## src/rtl/seq_div_if.sv

```systemverilog
// Request/result bundle for the sequential restoring divider.
// start/dividend/divisor: one-cycle request, taken only while idle; done marks a valid result.
interface seq_div_if #(
    parameter int DVD_W = 8,
    parameter int DVS_W = 4
);
    logic             start;
    logic [DVD_W-1:0] dividend;
    logic [DVS_W-1:0] divisor;
    logic             busy;
    logic             done;
    logic [DVD_W-1:0] quotient;
    logic [DVS_W-1:0] remainder;
    logic             div_by_zero;

    modport master (
        output start, dividend, divisor,
        input  busy, done, quotient, remainder, div_by_zero
    );

    modport slave (
        input  start, dividend, divisor,
        output busy, done, quotient, remainder, div_by_zero
    );
endinterface

```

## src/rtl/seq_div.sv

```systemverilog
// Unsigned restoring divider, one quotient bit per clock, MSB first.
// Results land on the output registers only on entry to DONE.
module seq_div #(
    parameter int DVD_W = 8,
    parameter int DVS_W = 4
) (
    input  logic       clk,
    input  logic       rst_n,
    seq_div_if.slave   bus,
    output logic [1:0] dbg_state
);
    localparam int CNT_W = (DVD_W > 1) ? $clog2(DVD_W) : 1;

    typedef enum logic [1:0] {
        IDLE = 2'd0,
        CALC = 2'd1,
        DONE = 2'd2
    } state_e;

    state_e             state_q, state_d;
    logic [CNT_W-1:0]   cnt_q, cnt_d;
    logic [DVD_W-1:0]   dvd_q, dvd_d;
    logic [DVS_W-1:0]   dvs_q, dvs_d;
    logic [DVS_W:0]     rem_q, rem_d;
    logic [DVD_W-1:0]   acc_q, acc_d;
    logic [DVD_W-1:0]   quo_q, quo_d;
    logic [DVS_W-1:0]   rmd_q, rmd_d;
    logic               dbz_q, dbz_d;

    logic [DVS_W:0]     s;
    logic               ge;
    logic [DVS_W:0]     r_next;
    logic [DVD_W-1:0]   acc_next;

    always_comb begin
        state_d  = state_q;
        cnt_d    = cnt_q;
        dvd_d    = dvd_q;
        dvs_d    = dvs_q;
        rem_d    = rem_q;
        acc_d    = acc_q;
        quo_d    = quo_q;
        rmd_d    = rmd_q;
        dbz_d    = dbz_q;

        // The dividend register shifts left so its MSB is always the next bit to bring down.
        s        = {rem_q[DVS_W-1:0], dvd_q[DVD_W-1]};
        ge       = (s >= {1'b0, dvs_q});
        r_next   = ge ? (s - {1'b0, dvs_q}) : s;
        acc_next = {acc_q[DVD_W-2:0], ge};

        case (state_q)
            IDLE: begin
                if (bus.start) begin
                    dvd_d = bus.dividend;
                    dvs_d = bus.divisor;
                    rem_d = '0;
                    acc_d = '0;
                    cnt_d = CNT_W'(DVD_W - 1);
                    dbz_d = 1'b0;
                    if (bus.divisor == '0) begin
                        quo_d   = '1;
                        rmd_d   = '0;
                        dbz_d   = 1'b1;
                        state_d = DONE;
                    end else begin
                        state_d = CALC;
                    end
                end
            end
            CALC: begin
                rem_d = r_next;
                acc_d = acc_next;
                dvd_d = dvd_q << 1;
                if (cnt_q == '0) begin
                    quo_d   = acc_next;
                    rmd_d   = r_next[DVS_W-1:0];
                    state_d = DONE;
                end else begin
                    cnt_d = cnt_q - 1'b1;
                end
            end
            DONE: begin
                state_d = IDLE;
            end
            default: begin
                state_d = IDLE;
            end
        endcase
    end

    always_ff @(posedge clk) begin
        if (!rst_n) begin
            state_q <= IDLE;
            cnt_q   <= '0;
            dvd_q   <= '0;
            dvs_q   <= '0;
            rem_q   <= '0;
            acc_q   <= '0;
            quo_q   <= '0;
            rmd_q   <= '0;
            dbz_q   <= 1'b0;
        end else begin
            state_q <= state_d;
            cnt_q   <= cnt_d;
            dvd_q   <= dvd_d;
            dvs_q   <= dvs_d;
            rem_q   <= rem_d;
            acc_q   <= acc_d;
            quo_q   <= quo_d;
            rmd_q   <= rmd_d;
            dbz_q   <= dbz_d;
        end
    end

    assign bus.busy        = (state_q == CALC);
    assign bus.done        = (state_q == DONE);
    assign bus.quotient    = quo_q;
    assign bus.remainder   = rmd_q;
    assign bus.div_by_zero = dbz_q;
    assign dbg_state       = state_q;

endmodule

```

## src/flat_wrapper.sv

```systemverilog
// flat-port wrapper written by rule: the top's interface ports become plain ports
module seq_div_flat 
#(
    parameter int DVD_W = 8,
    parameter int DVS_W = 4
)
  (clk, rst_n, dbg_state, bus_start, bus_dividend, bus_divisor, bus_busy, bus_done, bus_quotient, bus_remainder, bus_div_by_zero);
  seq_div_if #(.DVD_W(DVD_W), .DVS_W(DVS_W)) bus_i ();
  input  logic clk;
  input  logic rst_n;
  output logic [1:0] dbg_state;
  input wire logic [$bits(bus_i.start)-1:0] bus_start;
  input wire logic [$bits(bus_i.dividend)-1:0] bus_dividend;
  input wire logic [$bits(bus_i.divisor)-1:0] bus_divisor;
  output wire logic [$bits(bus_i.busy)-1:0] bus_busy;
  output wire logic [$bits(bus_i.done)-1:0] bus_done;
  output wire logic [$bits(bus_i.quotient)-1:0] bus_quotient;
  output wire logic [$bits(bus_i.remainder)-1:0] bus_remainder;
  output wire logic [$bits(bus_i.div_by_zero)-1:0] bus_div_by_zero;
  assign bus_i.start = bus_start;
  assign bus_i.dividend = bus_dividend;
  assign bus_i.divisor = bus_divisor;
  assign bus_busy = bus_i.busy;
  assign bus_done = bus_i.done;
  assign bus_quotient = bus_i.quotient;
  assign bus_remainder = bus_i.remainder;
  assign bus_div_by_zero = bus_i.div_by_zero;
  seq_div #(.DVD_W(DVD_W), .DVS_W(DVS_W)) u_core (.clk(clk), .rst_n(rst_n), .bus(bus_i), .dbg_state(dbg_state));
endmodule
```

## config.mk

```make
export PLATFORM = sky130hd
export DESIGN_NAME = seq_div_flat
export DESIGN_NICKNAME = d
export VERILOG_FILES = /design/src/rtl/seq_div_if.sv /design/src/rtl/seq_div.sv /design/src/flat_wrapper.sv
export SDC_FILE = /design/constraint.sdc
export NUM_CORES = 1
export LEC_CHECK = 0
export CAP_MARGIN = 10
export CORE_ASPECT_RATIO = 2
export CORE_UTILIZATION = 46
export DETAILED_ROUTE_END_ITERATION = 12
export PLACE_DENSITY = 0.74
export SETUP_SLACK_MARGIN = 0.4
export SYNTH_ARGS = -nofsm -noshare
export SYNTH_HDL_FRONTEND = slang
export SYNTH_SLANG_ARGS = --single-unit
```

## constraint.sdc

```tcl
create_clock -name clk -period 1.8 [get_ports clk]
set_clock_uncertainty 0.05 [all_clocks]
set_input_delay 0.27 -clock clk [delete_from_list [all_inputs] [get_ports clk]]
set_output_delay 0.27 -clock clk [all_outputs]
set_load 0.02 [all_outputs]
```

==> results.md, run 1 <==
* Fin crit share at 101%
* Fin nets at 293
* Standard-cell rows at 31
* Biggest fanout along the worst timing path at 4
* Critical Setup Path Class: register to register
* Number of ports placed on the die boundary at 32
* Mapped cell area at 1800 µm²
* Clock H-tree levels at 2
* Overall track demand over capacity in global routing at 23.3%
* Combinational share of power at 30.3%
* Hold Fails Final Rpt at 0
* Sequential element share of the synthesized area at 45.6%
* Nature of the critical path endpoint: register
* Number of cells on the worst hold path at 3
* Total number of vias at about 1,700
* Crit path time final at between 1.5 and 2 ns
* Global Route met1 Usage at 25.9%
* Achievable Freq at 0.549 GHz
* Reported leakage power at around 1.1 nW
* Switching power as a share of total power at 30.3%
* Number of setup violations in the final report at 2
* Fraction of synthesis flops using an asynchronous set or reset pin at 0%
* Capture endpoint of the worst hold path: u_core.dvs_q[0]$_SDFFE_PN0P_
* Actual transition at the worst max-transition pin at 0.403 ns
* Req. time, crit path at 1.98 ns
* Reg-to-reg critical path startpoint: u_core.dvd_q[7]$_SDFFE_PN0P_
* Filler Cell Count at 293
* Vert. Die Dim at 90.4 µm
* RSZ-0062 raised after global routing: true
* Number of cells on the worst reg-to-reg path at 7
* Worst slack on hold paths at 0.235 ns
* Number of synthesized flops with an enable pin at 0
* Antenna fix cells at 0
* Top-area cell type share of the netlist area at between 40% and 50%
* Non-filler cells, final at 320
* Cell accounting for the most synthesized area: dfxtp_1
* Layout overhead on the synthesized area at 45.4%
* Wire length of the first global-routing pass at a little over 7 mm
* Switching power at roughly 0.77 mW
* Busiest grt layer: met2
* DP Area at 2330 µm²
* Proportion of power drawn by the clock network at ~28%
* DRC violation total after the first TritonRoute iteration at 45
* Clock-pin slew on the worst setup and hold paths at 0.08 ns
* Ys Warns at 0
* Total Wirelength at 4.40 mm
* #FFs+latches synth at 41
* Most used flip-flop cell after synthesis: dfxtp_1
* Post-Place Setup Slack at -0.167 ns
* Worst hold-check path type: input port to register
* Max-cap viol count at 0
* Antenna viol nets, final at 0
* Slew HR at 73.1%
* Residual overflow from global routing at 0
* Mapped Nets at 241
* Antenna violations before repair at 0
* Top post-synthesis cells by count: 41 x dfxtp_1, 41 x nand2_1, 31 x nor2_1, 18 x a21oi_1, 17 x nor3_1
* Overall die area at 4180 µm²
* Chip width at ~46 µm
* Area inside the core boundary at between 3000 and 4000 µm²
* Cells after synthesis at between 200 and 250
* Internal power consumption at 1.77 mW
* Final Cell Area at 2620 µm²
* Clock Path Buffers at 2
* Placed instance count at a little over 300
* Routability congestion estimate at 0.914
* Max Slew Vio Count at 0
* Worst Min Path Start: bus_divisor[0]
* Setup slack of the most critical reg-to-reg path at -0.02 ns
* Detail-routed via count per cell at 5.25
* Met2 global-route usage at between 30% and 40%
* Post-detailed-route DRC marker count at 0
* Initial standard-cell utilization of the core at between 40% and 50%
* Number of global-route vias before repair at 1,613
* PnR worst setup slack at -0.0203 ns
* # clock sinks at 41
* Cell types occupying the most area after synthesis: dfxtp_1 46%, nand2_1 8.6%, nor2_1 6.5%, a21oi_1 5.0%, nor3_1 4.7%
* Met3 Resource Use GR at 4.20%
* Worst vdd rail ir drop at 0.704 mV
* Reg2reg end: u_core.rem_q[2]$_SDFFE_PN0P_
* Clock tree from TritonCTS: done
* Crit path DAT at 2.00 ns
* Routed length per instance at ~14 µm
* Power density normalized to cell area at 971 nW/µm²
* Worst skew pair latency at 0.29 ns
* Input/output buffers at 31
* Maximum number of pins on one net before global-route repair at 26
* Type of origin of the critical path: register
* Violations in the final reports: setup timing
* Run status: finished with violations
* Clock buffers created by TritonCTS at 5
* Fraction of power consumed by sequential logic at a little over two fifths
* Netlist cell types at 40
* Share of layout cells above drive strength 1 at between 20% and 30%
* Sum of net half-perimeters after detailed placement at 3.06 mm
* Detailed Routing Iterations Pass 1 at 4
* Mean cell area of the mapped netlist at between 8 and 9 µm²
* Clock Tree Root: clkbuf_8
-- worst max-delay path, stage by stage, from the launching register on --
cell	delay (ns)
dfxtp_2	0.35
inv_2	0.05
ha_4	0.21
nand2b_4	0.14
a2111oi_4	0.41
nor2_4	0.11
mux2_4	0.34
a21oi_2	0.11
-- kinds of logic after synthesis --
family                   after synthesis  synth area share [%]
buffers and inverters                 20                  4.52
AND/OR/NAND/NOR                      101                  24.5
adder cells (fa/ha/maj)                7                  5.29
flip-flops                            41                  45.6
XOR/XNOR                               1                 0.487
multiplexers                           3                  1.95
AO/OA/AOI/OAI                         46                  17.7
-- repair_timing --
action | CTS | global route
pin swaps | 5 | 12
setup endpoints to repair | 38 | 24
buffers inserted | 5 | 5
gates resized for setup | 45 | 24
hold buffers | 0 | 0
-- power groups by stage --
stage | combinational, mW | clock [mW] | sequential, mW
4_1_cts | 0.705 | 0.730 | 1.05
3_5_place_dp | 0.677 | 0 | 1.07
2_1_floorplan | 0.399 | 0 | 1.10
6_report | 0.769 | 0.715 | 1.06
5_1_grt | 0.834 | 0.767 | 1.07
3_3_place_gp | 0.667 | 0 | 1.07
-- sequential cells by signal (all words and copies together) (netlist names) --
signal	count
u_core.bus.quotient	8
u_core.dvd_q	8
u_core.bus.remainder	4
u_core.acc_q	7
u_core.dvs_q	4
u_core.bus.div_by_zero	1
u_core.rem_q	4
u_core.cnt_q	3
u_core.dbg_state	2
-- worst max-delay path by stage --
stage,startpoint,slack (ns),to
6_report,u_core.dvd_q[7]$_SDFFE_PN0P_,-0.02,u_core.rem_q[2]$_SDFFE_PN0P_
5_1_grt,u_core.dvd_q[7]$_SDFFE_PN0P_,-0.07,u_core.rem_q[2]$_SDFFE_PN0P_
4_1_cts,u_core.dvd_q[7]$_SDFFE_PN0P_,0.0009,u_core.rem_q[2]$_SDFFE_PN0P_
3_5_place_dp,bus_divisor[0],-0.17,u_core.bus.quotient[6]$_SDFFE_PN0P_
3_3_place_gp,bus_divisor[0],-0.12,u_core.bus.quotient[6]$_SDFFE_PN0P_
2_1_floorplan,u_core.dvs_q[3]$_SDFFE_PN0P_,0.07,u_core.rem_q[2]$_SDFFE_PN0P_
-- layout make-up --
type                            instances  area, µm²  share of cell area [%]
Tap cell                               49       61.3                    2.34
Clock inverter                          2       35.0                    1.34
Sequential cell                        41        835                    31.9
Inverter                               10       40.0                    1.53
Clock buffer                            5       68.8                    2.63
Multi-Input combinational cell        158       1070                    40.9
Timing Repair Buffer                   55        507                    19.4
-- metal layers --
| metal | wire length, µm | up-vias |
|---|---|---|
| li1 | - | 852 |
| met1 | 1690 | 788 |
| met2 | 2490 | 31 |
| met3 | 102 | 8 |
| met4 | 118 | 0 |
| met5 | 0 | - |
-- cell usage in the layout (no fill, tap or decap), drive strengths merged, types with 2 or more instances in the layout --
cell type      count
a211oi             3
a311oi             5
a22oi              2
clkbuf             6
o21ai              8
nand2             41
nand2b             2
buf               26
dfxtp             41
inv                9
clkdlybuf4s50      9
or2                3
nor2              32
ha                 6
o221ai             2
nor3              17
a21oi             20
clkinv             2
dlygate4sd2       18
mux2i              2
-- through the flow --
step | power [mW] | util [%] | setup TNS (ns)
floorplan | 1.50 | - | 0
CTS | 2.49 | 67.9 | 0
global route | 2.67 | 71.0 | -0.189
detailed placement | 1.75 | 63.3 | -1.66
global placement | 1.74 | 63.3 | -0.931
finish | 2.54 | 71.0 | -0.0369
Power figures use the tool's default switching activity.
==> run 2: changes to the inputs <==
Settings changed: ABC_AREA from default to 1.
==> results.md, run 2 <==
* Hold Fails Final Rpt at 0 (unchanged)
* DRC violation total after the first TritonRoute iteration at 36 (-20%)
* Area inside the core boundary at 3650 µm² (-1.1%)
* Most used flip-flop cell after synthesis: dfxtp_1
* Max-cap viol count at 0 (unchanged)
* Cell with the most instances after synthesis: nand2_1
* Final Cell Area at 2630 µm² (+0.57%)
* Worst vdd rail ir drop at 0.980 mV (+39%)
* Residual overflow from global routing at 0 (unchanged)
* Total Wirelength at 4.50 mm (+2.3%)
* Top-area cell type share of the netlist area at 46.1% (+0.51 points)
* Mapped cell area at 1780 µm² (-1.1%)
* Standard-cell rows at 31 (unchanged)
* Detailed Routing Iterations Pass 1 at 4 (unchanged)
* Nature of the critical path endpoint: register
* Overall track demand over capacity in global routing at 23.9% (+0.65 points)
* Antenna viol nets, final at 0 (unchanged)
* Cells after synthesis at 237 (+8.2%)
* Most used cells in the layout excluding fill and tap cells: 34 x nand2_1, 31 x dfxtp_1, 30 x nor2_1
* Critical Setup Path Class: register to register
* Routed length per instance at 13.4 µm (-2.6%)
* Post-Place Setup Slack at 0.0126 ns (+0.179 ns)
* Fin nets at 308 (+5.1%)
* Antenna fix cells at 0 (unchanged)
* Maximum number of pins on one net before global-route repair at 21 (-19%)
* Input/output buffers at 31 (unchanged)
* Worst hold-check path type: register to register
* Sum of net half-perimeters after detailed placement at 2.97 mm (-3.1%)
* Vert. Die Dim at 90.0 µm (-0.55%)
* Share of layout cells above drive strength 1 at 31.0% (+1.1 points)
* Cell types occupying the most area after synthesis: dfxtp_1 46%, nand2_1 8.9%, nor2_1 6.8%, inv_1 5.3%, a21oi_1 5.1%
* #FFs+latches synth at 41 (unchanged)
* Cell accounting for the most synthesized area: dfxtp_1
* Clock Path Buffers at 2 (unchanged)
* Crit path time final at 1.53 ns (-0.294 ns)
* Clock H-tree levels at 2 (unchanged)
* Clock-pin slew on the worst setup and hold paths at 0.08 ns (about the same)
* Commonest non-fill, non-tap cell in the layout: nand2_1
* Number of setup violations in the final report at 0 (-2)
* Mean cell area of the mapped netlist at 7.51 µm² (-8.6%)
* Sequential element share of the synthesized area at 46.1% (+0.51 points)
* Reported leakage power at 1.22 nW (+14%)
* Slew HR at 73.4% (+0.31 points)
* Routability congestion estimate at 0.798 (-13%)
* Achievable Freq at 0.655 GHz (+19%)
* Initial standard-cell utilization of the core at 48.8% (about the same)
* Post-detailed-route DRC marker count at 0 (unchanged)
* Run status: complete, no violations
* Top post-synthesis cells by count: 42 x nand2_1, 41 x dfxtp_1, 32 x nor2_1, 25 x inv_1, 18 x a21oi_1
* Filler Cell Count at 303 (+3.4%)
* Number of global-route vias before repair at 1,601 (-0.74%)
* Type of origin of the critical path: register
* Uppermost routed layer: met4
* Fin util at 72.2% (+1.2 points)
* WL met2 at 2.53 mm (+1.5%)
* Worst skew pair latency at 0.29 ns (about the same)
* Overall die area at 4140 µm² (-1.1%)
* Mapped Nets at 259 (+7.5%)
* Clock Tree Root: clkbuf_8
* Fin crit share at 84.8% (-16 points)
* RSZ-0062 raised after global routing: true
* Non-filler cells, final at 336 (+5.0%)
* Fraction of synthesis flops using an asynchronous set or reset pin at 0% (unchanged)
* Routed met1 length at 1.73 mm (+2.6%)
* Ys Warns at 0 (unchanged)
* Req. time, crit path at 1.95 ns (-0.03 ns)
* Total number of vias at 1,718 (+2.3%)
* Clock tree from TritonCTS: done
* Wire length of the first global-routing pass at 7.28 mm (+2.4%)
* Netlist cell types at 25 (-38%)
* Layout overhead on the synthesized area at 47.9%
* Number of synthesized flops with an enable pin at 0 (unchanged)
* Power density normalized to cell area at 1010 nW/µm² (+4.3%)
* Max Slew Vio Count at 0 (unchanged)
* Crit path DAT at 1.68 ns (-0.32 ns)
* Antenna violations before repair at 0 (unchanged)
* DP Area at 2250 µm² (-3.4%)
* Placed instance count at 315 (+4.0%)
* Detail-routed via count per cell at 5.11 (-2.5%)
* TNS Setup at 0 ns (+0.0369 ns)
* Actual transition at the worst max-transition pin at 0.398 ns (-0.00512 ns)
* Chip width at 46.0 µm (-0.54%)
* # clock sinks at 41 (unchanged)
* Worst slack on hold paths at 0.428 ns (+0.193 ns)
* Total design power at 2.66 mW (+4.9%)
* Clock buffers created by TritonCTS at 5 (unchanged)
* Number of ports placed on the die boundary at 32 (unchanged)
* Detail Route met3 WL at 126 µm (+24%)
* Biggest fanout along the worst timing path at 5 (+1)
* PnR worst setup slack at 0.274 ns (+0.294 ns)
run 2: cell count changes after synthesis, moves of 3 or more:
cell / change
o21ai_0: +3
nand3_1: +14
o21ai_1: +8
nand4_1: +3
a311oi_1: -5
inv_1: +17
a211oi_1: -3
a31oi_1: +5
nor3_1: -10
run 2: worst max-delay path, cell delays in order (launching register included):
cell and delay, ns:
dfxtp_2 0.34, inv_2 0.05, ha_4 0.26, inv_2 0.04
nand2_2 0.07, nand2_2 0.06, nand2_2 0.07, nand2_4 0.10
buf_6 0.13, nand4_1 0.08, nand3_1 0.09, nand2_1 0.06
inv_1 0.04
run 2: final cells by class:
cell class	count	area (µm²)	area share [%]
Inverter	29	118	4.47
Timing Repair Buffer	51	467	17.7
Clock inverter	1	30.0	1.14
Multi-Input combinational cell	157	1020	38.8
Clock buffer	7	86.3	3.28
Timing Repair inverter	1	11.3	0.428
Tap cell	49	61.3	2.33
Sequential cell	41	836	31.8
run 2: where the power goes:
part	leakage, nW	internal, mW	switching (mW)
sequential	0.341	1.00	0.0546
combinational	0.820	0.374	0.473
clock	0.0585	0.452	0.308
total	1.22	1.83	0.835
run 2: final timing paths:
kind | startpoint | to | slack (ns) | cells after the start
max reg2reg | u_core.dvd_q[7]$_SDFFE_PN0P_ | u_core.bus.remainder[3]$_SDFFE_PN0P_ | 0.27 | 12
max | u_core.dvd_q[7]$_SDFFE_PN0P_ | u_core.bus.remainder[3]$_SDFFE_PN0P_ | 0.27 | 12
min | u_core.dvd_q[0]$_SDFFE_PN0P_ | u_core.dvd_q[0]$_SDFFE_PN0P_ | 0.43 | 2
min reg2reg | u_core.dvd_q[0]$_SDFFE_PN0P_ | u_core.dvd_q[0]$_SDFFE_PN0P_ | 0.43 | 2
run 2: kinds of logic (layout without fill, tap and decap cells):
kind of cell               Yosys count  count (layout)  share of synthesized area, %
AOI/OAI and AO/OA                   46              46                          14.1
buffers and inverters               39              89                          9.28
DFF                                 41              41                          46.1
xor gates and xnor gates             1               1                         0.492
and+or+nand+nor                    103             103                          24.6
adders and majority gates            7               7                          5.34
run 2: timing repair:
action,in CTS,in global routing
hold buffers,0,0
gates cloned,1,0
setup buffers,10,2
pin swaps,15,9
gates resized for setup,46,26
endpoints found under the setup margin,34,28
run 2: routing by layer:
metal	track usage, %	vias to the layer above
met1	28.0	795
li1	-	873
met4	10.0	0
met3	4.82	11
met5	0	-
met2	39.8	39
==> run 3: changes to the inputs <==
Settings changed: CORE_UTILIZATION 46 to 51, PLACE_DENSITY 0.74 to 0.78.
Clock period 1.8 ns to 1.42 ns, I/O delays scaled along.
==> results.md, run 3 <==
* Mapped cell area at 1780 µm² (unchanged)
* Fraction of synthesis flops using an asynchronous set or reset pin at 0% (unchanged)
* Ys Warns at 0 (unchanged)
* First Err: [ERROR DPL-0038] Utilization greater than 100%, impossible to legalize
* Cell with the most instances after synthesis: nand2_1
* #FFs+latches synth at 41 (unchanged)
* Clock buffers created by TritonCTS at 5 (unchanged)
* Cells after synthesis at 237 (unchanged)
* Top-area cell type share of the netlist area at 46.1% (unchanged)
* Run status: aborted with a tool error
* Initial standard-cell utilization of the core at 53.3% (+4.5 points)
* Vert. Die Dim at 85.5 µm (-4.9%)
* Routability congestion estimate at 0.819 (+2.7%)
* Netlist cell types at 25 (unchanged)
* Post-Place Setup Slack at -0.327 ns (-0.340 ns)
* Standard-cell rows at 30 (-3.2%)
* # clock sinks at 41 (unchanged)
* Sum of net half-perimeters after detailed placement at 3.30 mm (+11%)
* Number of ports placed on the die boundary at 32 (unchanged)
* Maximum number of pins on one net before global-route repair at 21
* Input/output buffers at 31 (unchanged)
* Worst endpoint left by the global-route repair_timing run: u_core.bus.remainder[0]$_SDFFE_PN0P_/D
* Clock Tree Root: clkbuf_8
* Mapped Nets at 259 (unchanged)
* Clock Path Buffers at 2 (unchanged)
* Most used flip-flop cell after synthesis: dfxtp_1
* Number of synthesized flops with an enable pin at 0 (unchanged)
* Top post-synthesis cells by count: 42 x nand2_1, 41 x dfxtp_1, 32 x nor2_1, 25 x inv_1, 18 x a21oi_1
* Chip width at 43.8 µm (-4.8%)
* Clock H-tree levels at 2 (unchanged)
* Cell types occupying the most area after synthesis: dfxtp_1 46%, nand2_1 8.9%, nor2_1 6.8%, inv_1 5.3%, a21oi_1 5.1%
* Cell accounting for the most synthesized area: dfxtp_1
* Sequential element share of the synthesized area at 46.1% (unchanged)
* Placed instance count at 321 (+1.9%)
* Mean cell area of the mapped netlist at 7.51 µm² (unchanged)
* Type of pin the worst path ends at: register data pin
* Fail Step: 5_1_grt
==> run 3: cell counts after synthesis <==
Identical to the previous run, type by type.
==> run 3: repair_timing <==
item / CTS
hold buffers: 0
setup buffers: 16
cloned: 4
hold endpoints to repair: 0
pin swaps: 18
resized for setup: 200
setup endpoints to repair: 58
==> run 3: through the flow <==
stage                     util (%)  instance area (µm²)  hold slack [ns]
after floorplan                  -                 1980            0.298
after global placement        74.6                 2490            0.407
after detailed placement      74.6                 2490            0.428
after CTS                     94.0                 3140            0.430
==> run 3: logic make-up after synthesis <==
group / count (synthesis) / synth area share, %
and+or+nand+nor: 103 / 24.6
AOI/OAI and AO/OA: 46 / 14.1
buffers and inverters: 39 / 9.28
adders and majority gates: 7 / 5.34
xor gates and xnor gates: 1 / 0.492
DFF: 41 / 46.1
==> run 4: changes to the inputs <==
Settings changed: CORE_ASPECT_RATIO 2 to default, CORE_UTILIZATION 51 to 40, PLACE_DENSITY 0.78 to default, PLACE_DENSITY_LB_ADDON from default to 0.15, SETUP_SLACK_MARGIN 0.4 to default.
==> results.md, run 4 (synthesis results as in run 2) <==
* Run status: finished with violations
* Violations in the final reports: setup timing
* Number of ports placed on the die boundary at 32 (unchanged)
* Number of setup violations in the final report at 6
* Number of cells on the worst reg-to-reg path at 8
* Detail-routed via count per cell at 4.98
* Antenna fix cells at 0
* Post-detailed-route DRC marker count at 0
* Wire length of the first global-routing pass at 7.17 mm
* Fin crit share at 106%
* Chip width at 68.7 µm (+57%)
* RSZ-0062 raised after global routing: true
* Actual transition at the worst max-transition pin at around 0.23 ns
* Origin of the worst setup path: u_core.dvd_q[7]$_SDFFE_PN0P_
* Area inside the core boundary at 4140 µm²
* Worst skew pair latency at 0.29 ns
* Nature of the critical path endpoint: register
* Share of layout cells above drive strength 1 at a little over a third
* Worst vdd rail ir drop at 0.860 mV
* Maximum number of pins on one net before global-route repair at 18
* Area used by multi-input combinational logic at 1040 µm²
* Clock Path Buffers at 2 (unchanged)
* Hold Fails Final Rpt at 0
* Clock-pin slew on the worst setup and hold paths at 0.08 ns
* Clock buffers created by TritonCTS at 5 (unchanged)
* Vert. Die Dim at 68.7 µm (-20%)
* Fraction of power consumed by sequential logic at 39.8%
* Detailed Routing Iterations Pass 1 at 4
* Routability congestion estimate at 0.792 (-3.2%)
* Overall track demand over capacity in global routing at 20.9%
* Power density normalized to cell area at 1220 nW/µm²
* Worst hold-check path type: input port to register
* Residual overflow from global routing at 0
* Input/output buffers at 31 (unchanged)
* # clock sinks at 41 (unchanged)
* Reg-to-reg critical path startpoint: u_core.dvd_q[7]$_SDFFE_PN0P_
* Critical Setup Path Class: register to register
* Filler Cell Count at 360
* Req. time, crit path at 1.56 ns
* Overall die area at 4720 µm²
* Worst Min Path Start: bus_dividend[0]
* Crit path DAT at ~1.6 ns
* Max Slew Vio Count at 0
* Most used cells in the layout excluding fill and tap cells: 32 x nand2_1, 32 x buf_4, 31 x dfxtp_1
* Clock tree from TritonCTS: done
* DRC violation total after the first TritonRoute iteration at 78
* End of the critical path: u_core.bus.remainder[1]$_SDFFE_PN0P_
* Antenna violations before repair at 0
* Biggest fanout along the worst timing path at 2
* Fin util at 66.5%
* Standard-cell rows at 23 (-23%)
* Switching power at 1.07 mW
* Number of global-route vias before repair at 1,656
* Total design power at about 3.4 mW
* Reported leakage power at 1.30 nW
* Proportion of power drawn by the clock network at 27.6%
* Fin nets at 323
* Internal power consumption at 2.29 mW
* Slew HR at around 85%
* Total number of vias at 1,753
* Layout overhead on the synthesized area at 54.8%
* Clock Tree Root: clkbuf_8
* Achievable Freq at 0.667 GHz
* Antenna viol nets, final at 0
* Clock H-tree levels at 2 (unchanged)
* Setup slack of the most critical reg-to-reg path at -0.08 ns
* Max-cap viol count at 0
* Footprint of the flip-flops and latches at 836 µm²
* Crit path time final at 1.50 ns
* Initial standard-cell utilization of the core at 42.9% (-10 points)
* Combinational share of power at 32.5%
* Switching power as a share of total power at 31.9%
* Total Wirelength at between 4 and 5 mm
* Sum of net half-perimeters after detailed placement at 2.91 mm (-12%)
* Type of origin of the critical path: register
* Reg2reg end: u_core.bus.remainder[1]$_SDFFE_PN0P_
* PnR worst setup slack at -0.0787 ns
* Routed length per instance at 12.5 µm
-- run 4: per-stage QoR --
| stage | setup TNS [ns] | instances | hold slack, ns | setup WS, ns | cell area (µm²) |
|---|---|---|---|---|---|
| 2_1_floorplan | -0.00228 | 237 | 0.298 | -0.00228 | 1870 |
| 3_3_place_gp | -3.47 | 338 | 0.404 | -0.239 | 2420 |
| 3_5_place_dp | -4.27 | 338 | 0.411 | -0.277 | 2420 |
| 4_1_cts | -0.171 | 350 | 0.422 | -0.0712 | 2640 |
| 5_1_grt | -1.18 | 352 | 0.449 | -0.137 | 2750 |
| 6_report | -0.202 | 352 | 0.422 | -0.0787 | 2750 |
-- run 4: worst min-delay path by stage --
stage	end	slack, ns	cells past startpoint
final	u_core.dvd_q[0]$_SDFFE_PN0P_	0.42	3
after global routing	u_core.dvd_q[0]$_SDFFE_PN0P_	0.45	2
after CTS	u_core.dvd_q[0]$_SDFFE_PN0P_	0.42	3
after detailed placement	u_core.acc_q[0]$_SDFFE_PN0P_	0.41	2
after global placement	u_core.dvd_q[0]$_SDFFE_PN0P_	0.40	2
after floorplan	u_core.dvs_q[0]$_SDFFE_PN0P_	0.30	2
-- run 4: power groups by stage --
stage | clock [mW] | sequential, mW | combinational (mW)
finish | 0.930 | 1.34 | 1.09
detailed placement | 0 | 1.36 | 0.889
CTS | 0.944 | 1.33 | 0.949
global route | 0.994 | 1.35 | 1.20
floorplan | 0 | 1.40 | 0.506
global placement | 0 | 1.35 | 0.877
-- run 4: repair_timing --
action	in CTS	in global routing
setup endpoints to repair	34	28
hold buffers	0	0
hold endpoints to repair	0	0
cloned	2	0
buffers inserted	2	2
resized for setup	47	36
pin swaps	11	9
-- run 4: critical path, stage by stage, from the launching register on --
cell and delay, ns:
dfxtp_2 0.33, inv_2 0.05, ha_4 0.15, fa_2 0.53, inv_2 0.04, nand3_4 0.06, nand3_2 0.07, nand2_1 0.08
inv_1 0.04
-- run 4: area by class of cell --
class | instances | area share, %
multi-input cells | 157 | 37.8
flip-flops and latches | 41 | 30.3
repair buffers | 65 | 20.1
inverters | 29 | 4.45
clock buffers | 6 | 2.64
well taps | 50 | 2.27
clock inverters | 2 | 1.41
repair inverters | 2 | 1.00
-- run 4: per-layer routing --
metal	GRT usage (%)	wire [µm]	vias up
met3	4.11	146	9
met2	35.7	2140	36
met5	0	0	-
met1	26.0	2030	803
li1	-	-	905
met4	7.65	77	0
